<file path="src/rtl/numitron_pkg.sv">
// Shared types and default timing constants for the front-panel time-set logic.
package numitron_pkg;

  typedef enum logic [1:0] {
    RUN     = 2'd0,
    SET_HR  = 2'd1,
    SET_MIN = 2'd2,
    SET_SEC = 2'd3
  } mode_t;

  localparam int DEF_HOLD_TICKS    = 500;
  localparam int DEF_REPEAT_TICKS  = 100;
  localparam int DEF_TIMEOUT_TICKS = 30000;
  localparam int DEF_CNT_W         = 16;

  function automatic mode_t next_mode(input mode_t m);
    case (m)
      RUN:     return SET_HR;
      SET_HR:  return SET_MIN;
      SET_MIN: return SET_SEC;
      default: return RUN;
    endcase
  endfunction

endpackage

</file>
<file path="src/rtl/key_repeat.sv">
// Press-edge detection plus hold/auto-repeat timing for one edit button.
// press is the raw edge; rep fires on the tick that completes the hold or repeat interval.
module key_repeat #(
  parameter int CNT_W        = 16,
  parameter int HOLD_TICKS   = 500,
  parameter int REPEAT_TICKS = 100
) (
  input  logic clk,
  input  logic rst,
  input  logic tick,
  input  logic level,
  input  logic enable,
  input  logic clear,
  output logic press,
  output logic rep
);

  logic             lvl_q;
  logic             armed;
  logic             in_repeat;
  logic [CNT_W-1:0] cnt;
  logic [CNT_W-1:0] cnt_nxt;
  logic [CNT_W-1:0] target;
  logic             active;

  assign press   = level & ~lvl_q;
  assign cnt_nxt = cnt + CNT_W'(1);
  assign target  = in_repeat ? CNT_W'(REPEAT_TICKS) : CNT_W'(HOLD_TICKS);
  assign active  = armed & level & enable & ~clear;
  assign rep     = active & tick & ~press & (cnt_nxt == target);

  // lvl_q resets to 1 so a button held through reset never looks like a fresh press
  always_ff @(posedge clk) begin
    if (rst) begin
      lvl_q     <= 1'b1;
      armed     <= 1'b0;
      in_repeat <= 1'b0;
      cnt       <= '0;
    end else begin
      lvl_q <= level;
      if (clear || !enable || !level) begin
        armed     <= 1'b0;
        in_repeat <= 1'b0;
        cnt       <= '0;
      end else if (press) begin
        armed     <= 1'b1;
        in_repeat <= 1'b0;
        cnt       <= '0;
      end else if (active && tick) begin
        if (rep) begin
          in_repeat <= 1'b1;
          cnt       <= '0;
        end else if (cnt != '1) begin
          cnt <= cnt_nxt;
        end
      end
    end
  end

endmodule

</file>
<file path="src/rtl/button_sequencer.sv">
// Time-set controller: MODE steps through the set modes, UP/DOWN produce edit strobes.
//   state   | meaning
//   RUN     | clock running, UP/DOWN ignored
//   SET_HR  | UP/DOWN adjust hours, with auto-repeat
//   SET_MIN | UP/DOWN adjust minutes, with auto-repeat
//   SET_SEC | UP/DOWN zero seconds, single shot
module button_sequencer
  import numitron_pkg::*;
#(
  parameter int HOLD_TICKS    = DEF_HOLD_TICKS,
  parameter int REPEAT_TICKS  = DEF_REPEAT_TICKS,
  parameter int TIMEOUT_TICKS = DEF_TIMEOUT_TICKS,
  parameter int CNT_W         = DEF_CNT_W
) (
  input  logic       clk,
  input  logic       rst,
  input  logic       tick,
  input  logic       btn_mode,
  input  logic       btn_up,
  input  logic       btn_down,
  output logic [1:0] mode,
  output logic       inc,
  output logic       dec,
  output logic       sec_clr,
  output logic       commit
);

  mode_t            state;
  logic             mode_lvl_q;
  logic             wait_q;
  logic [CNT_W-1:0] tcnt;

  logic mode_edge, both, clear, edit, in_set;
  logic up_press, up_rep, dn_press, dn_rep;
  logic inc_nxt, dec_nxt, sec_nxt, activity, timeout_fire;

  assign mode      = state;
  assign mode_edge = btn_mode & ~mode_lvl_q;
  assign both      = btn_up & btn_down;
  assign edit      = (state == SET_HR) || (state == SET_MIN);
  assign in_set    = (state != RUN);
  // wait_q keeps UP/DOWN disarmed after a mode change or a double press until both are up
  assign clear     = mode_edge | both | wait_q;

  key_repeat #(
    .CNT_W(CNT_W), .HOLD_TICKS(HOLD_TICKS), .REPEAT_TICKS(REPEAT_TICKS)
  ) u_key_up (
    .clk(clk), .rst(rst), .tick(tick), .level(btn_up), .enable(edit), .clear(clear),
    .press(up_press), .rep(up_rep)
  );

  key_repeat #(
    .CNT_W(CNT_W), .HOLD_TICKS(HOLD_TICKS), .REPEAT_TICKS(REPEAT_TICKS)
  ) u_key_down (
    .clk(clk), .rst(rst), .tick(tick), .level(btn_down), .enable(edit), .clear(clear),
    .press(dn_press), .rep(dn_rep)
  );

  assign inc_nxt      = up_rep | (edit & ~clear & up_press);
  assign dec_nxt      = dn_rep | (edit & ~clear & dn_press);
  assign sec_nxt      = (state == SET_SEC) & ~clear & (up_press | dn_press);
  assign activity     = mode_edge | up_press | dn_press | up_rep | dn_rep;
  assign timeout_fire = in_set & tick & ~activity & (tcnt >= CNT_W'(TIMEOUT_TICKS - 1));

  always_ff @(posedge clk) begin
    if (rst) begin
      state      <= RUN;
      mode_lvl_q <= 1'b1;
      wait_q     <= 1'b1;
      tcnt       <= '0;
      inc        <= 1'b0;
      dec        <= 1'b0;
      sec_clr    <= 1'b0;
      commit     <= 1'b0;
    end else begin
      mode_lvl_q <= btn_mode;
      wait_q     <= (timeout_fire | mode_edge | both | wait_q) & (btn_up | btn_down);
      inc        <= inc_nxt;
      dec        <= dec_nxt;
      sec_clr    <= sec_nxt;
      commit     <= 1'b0;

      if (mode_edge) begin
        state  <= next_mode(state);
        commit <= (state == SET_SEC);
      end else if (timeout_fire) begin
        state  <= RUN;
        commit <= 1'b1;
      end

      if (!in_set || activity || timeout_fire) begin
        tcnt <= '0;
      end else if (tick && tcnt != '1) begin
        tcnt <= tcnt + CNT_W'(1);
      end
    end
  end

endmodule

</file>
<file path="config.mk">
export PLATFORM = sky130hd
export DESIGN_NAME = button_sequencer
export DESIGN_NICKNAME = d
export VERILOG_FILES = /design/src/rtl/numitron_pkg.sv /design/src/rtl/key_repeat.sv /design/src/rtl/button_sequencer.sv
export SDC_FILE = /design/constraint.sdc
export NUM_CORES = 1
export LEC_CHECK = 0
export ABC_AREA = 0
export BUFFER_PORTS_ARGS = -buffer_cell sky130_fd_sc_hd__buf_2
export CAP_MARGIN = 25
export CORE_MARGIN = 8
export CORE_UTILIZATION = 55
export CTS_CLUSTER_SIZE = 30
export DETAILED_ROUTE_END_ITERATION = 12
export GPL_ROUTABILITY_DRIVEN = 0
export PLACE_DENSITY = 0.8
export SYNTH_ARGS = -nofsm -noshare
export SYNTH_HDL_FRONTEND = slang
export SYNTH_HIERARCHICAL = 1
export SYNTH_SLANG_ARGS = --single-unit
</file>
<file path="constraint.sdc">
create_clock -name clk -period 5.7 [get_ports clk]
set_input_delay 0 -clock clk [delete_from_list [all_inputs] [get_ports clk]]
set_output_delay 0 -clock clk [all_outputs]
set_load 0.01 [all_outputs]
</file>
==> reports/qor.txt <==
Status -> finished, final reports clean
Num ports -> 12
Setup Skew -> 0.0131 ns
Drt drc -> 0
Worst-margin pin slew -> 0.730 ns
Leak -> 1.23 nW
Clk sinks -> 62
Sw Share -> 21.5%
Gr ovfl total -> 0
Slew Viols, Final -> 0
Die H -> 99.4 um
Seq pwr share -> 46.6%
Synth Flop Type -> dfxtp_1
Worst vdd ir -> 0.000155 V
Number of fill cells in the layout -> 582
Simple-gate portion of the synthesized area -> 33.3%
Hold Slack -> 0.0577 ns
Max Root-Sink Buffers -> 2
1st-iter DRT viols -> 244
Nets -> 483
Drt first pass iters -> 5
Sw power -> 0.201 mW
Routed Antenna Nets -> 0
Clk pwr share -> 51.1%
Drt total wl -> 8620 um
Synth Cell Area -> 3820 um2
Area of the core -> 6760 um2
Xor/xnor share of the synthesized area -> 4.12%
Slew margin rel. -> 51.3%
DP Wirelength -> 6020 um
Initial antenna violation count -> 0
Cell row count -> 30
Sequential area share after synthesis -> 32.5%
Final setup fails -> 0
Initial Util -> 56.6%
Die footprint -> 9870 um2
Compound-Gate Fraction of Synth Area -> 20.5%
Root Driver -> clkbuf_8
Fmax -> 0.245 GHz
CTS tree -> yes
Critical Path Source Type -> primary input
Yosys Warn Count -> 6
Diode count -> 0
Met3 usage -> 3.42%
Power density over the cells -> 230 nW/um2
Crit path time final -> 4.08 ns
Per-cell routed wire length -> 15.6 um
Post_cts resized -> 0
Adder-cell share of the synthesized area -> 2.62%
Share of cells above drive strength 1 -> 11.8%
Fin. Hold Viols -> 0
Post-route insts no fill -> 554
Worst-path fanout max -> 16
Met2 usage -> 29.1%
Clock latency on the worst-skew pair -> 0.35 ns
Met1 Resource Use GR -> 21.6%
Post-synth EDFFs -> 0
Via count -> 3544
Hold_buf cts -> 4
CP required -> 5.89 ns
Syn avg cell area -> 8.10 um2
RSZ-0062 raised after global routing -> no
Via density per instance -> 6.40
Mux cell area share after synthesis -> 0.786%
Synth area leader -> dfxtp_1
Setup CP Type -> primary input to register
Register bit total from synthesis -> 62
CTS H-tree lvls -> 3
Post-synth cell types -> 53
Postcts setup bufs -> 0
Worst-path clk slew -> 0.08 ns
Largest net degree at the start of global routing -> 19
Setup TNS -> 0 ns
Tot GR Track Use -> 17.7%
CTS buffer count -> 9
Mapped Cells -> 472
IO buf count -> 11
Critical Path AT -> 4.27 ns
Placed Cells -> 533
Synth top area share -> 32.5%
Top Usage Layer GRT -> met2
Area added between synthesis and finish -> 6.61%
Final period utilization -> 71.6%
Worst Hold Class -> primary input to register
Max Cap Violations -> 0
Async set-reset flop share out of synthesis -> 0%
First-pass GRT wire length -> 14600 um
Largest family of logic cells by synthesized area -> simple AND/OR/NAND/NOR gates
Synth top area cells -> dfxtp_1, nor2_1, a211oi_1
Die width -> 99.4 um
Comb pwr share -> 2.3%
Vias in the first global route -> 3205
Internal power -> 0.736 mW
Worst setup EP type -> register
Post-Syn Nets -> 486
==> metal layers <==
metal | share of wire, % | vias up
li1 | - | 1763
met5 | 0 | -
met4 | 1.9 | 0
met3 | 4.4 | 16
met2 | 48 | 83
met1 | 46 | 1682
==> cells by family (layout without fill, tap and decap cells) <==
family	Yosys count	after routing
AO/OA/AOI/OAI	112	112
XOR/XNOR	18	18
adder cells (fa/ha/maj)	8	8
buffers and inverters	42	44
flip-flops	62	62
multiplexers	3	3
AND/OR/NAND/NOR	227	227
==> through the flow <==
stage,power (mW),worst slack [ns],util (%),area (um2)
finish,0.937,1.62,60.3,4080
global route,0.966,1.30,60.3,4080
CTS,0.941,1.66,60.2,4070
detailed placement,0.466,1.77,56.0,3780
global placement,0.465,1.86,56.0,3780
floorplan,0.458,2.35,-,3820
==> cell usage in the layout (no fill, tap or decap), types with 3 or more instances in the layout <==
cell type / count
dfxtp_1: 62
nor2_1: 40
nand2_1: 35
nand3_1: 26
nor3_1: 23
o21ai_0: 20
a211oi_1: 18
nand4_1: 18
a21oi_1: 16
a31oi_1: 14
inv_1: 12
or3_1: 12
xnor2_1: 12
nor4_1: 11
buf_2: 11
nor2b_1: 9
clkbuf_8: 9
or4_1: 8
and4_1: 8
or2_2: 8
o31ai_1: 8
ha_1: 8
xor2_1: 6
nand3b_1: 5
nand2b_1: 5
and3_1: 4
dlygate4sd3_1: 4
nand3_2: 4
and2_1: 4
a21oi_2: 4
o21ai_2: 4
a22oi_1: 3
a32o_1: 3
mux2i_1: 3
bufinv_16: 3
==> synth_stat cells (10+ instances only) <==
cell and number:
nand3_1 26, dfxtp_1 62, nand4_1 18, a31oi_1 14, a211oi_1 18, clkbuf_1 10, o21ai_0 20, a21oi_1 16
xnor2_1 12, nand2_1 35, or3_1 12, inv_1 12, nor4_1 11, nor3_1 23, nor2_1 40
==> final timing paths <==
path                       from                  to  slack, ns  cells after the start
max                    btn_mode             tcnt[8]       1.62                     15
min                        tick             tcnt[1]       0.06                      3
max reg2reg          mode_lvl_q             tcnt[8]       1.69                     13
min reg2reg  u_key_down/cnt[15]  u_key_down/cnt[15]       0.50                      1
==> layout make-up <==
cell class / instances / area (um2) / share of cell area (%)
clock inverter: 7 / 121 / 2.98
inverter: 12 / 45.0 / 1.11
multi-input combinational: 368 / 2340 / 57.4
timing repair buffer: 16 / 103 / 2.52
tap: 80 / 100 / 2.46
sequential: 62 / 1240 / 30.5
clock buffer: 9 / 124 / 3.04
==> power groups by stage <==
stage          registers (mW)  clock network (mW)  logic (mW)
2_1_floorplan           0.447                   0      0.0116
3_3_place_gp            0.447                   0      0.0184
3_5_place_dp            0.447                   0      0.0188
4_1_cts                 0.437               0.483      0.0214
5_1_grt                 0.437               0.505      0.0240
6_report                0.437               0.479      0.0216
==> critical path, stage by stage <==
cell and delay (ns):
dlygate4sd3_1 0.53, buf_2 0.12, nor2b_1 0.17, a211oi_1 0.39
inv_1 0.12, nand3b_1 0.24, or2_2 0.46, a2111oi_2 0.35
nand3_1 0.13, or4_1 0.77, inv_1 0.16, or4_1 0.19
nor2_1 0.08, nand2_1 0.44, a2111oi_0 0.14
==> flip-flops by register name, summed over array words and instances (netlist names), 2 cells and up <==
name            cells
mode                2
u_key_down/cnt     16
u_key_up/cnt       16
tcnt               16
No activity file was read; power rests on OpenSTA's default activity.
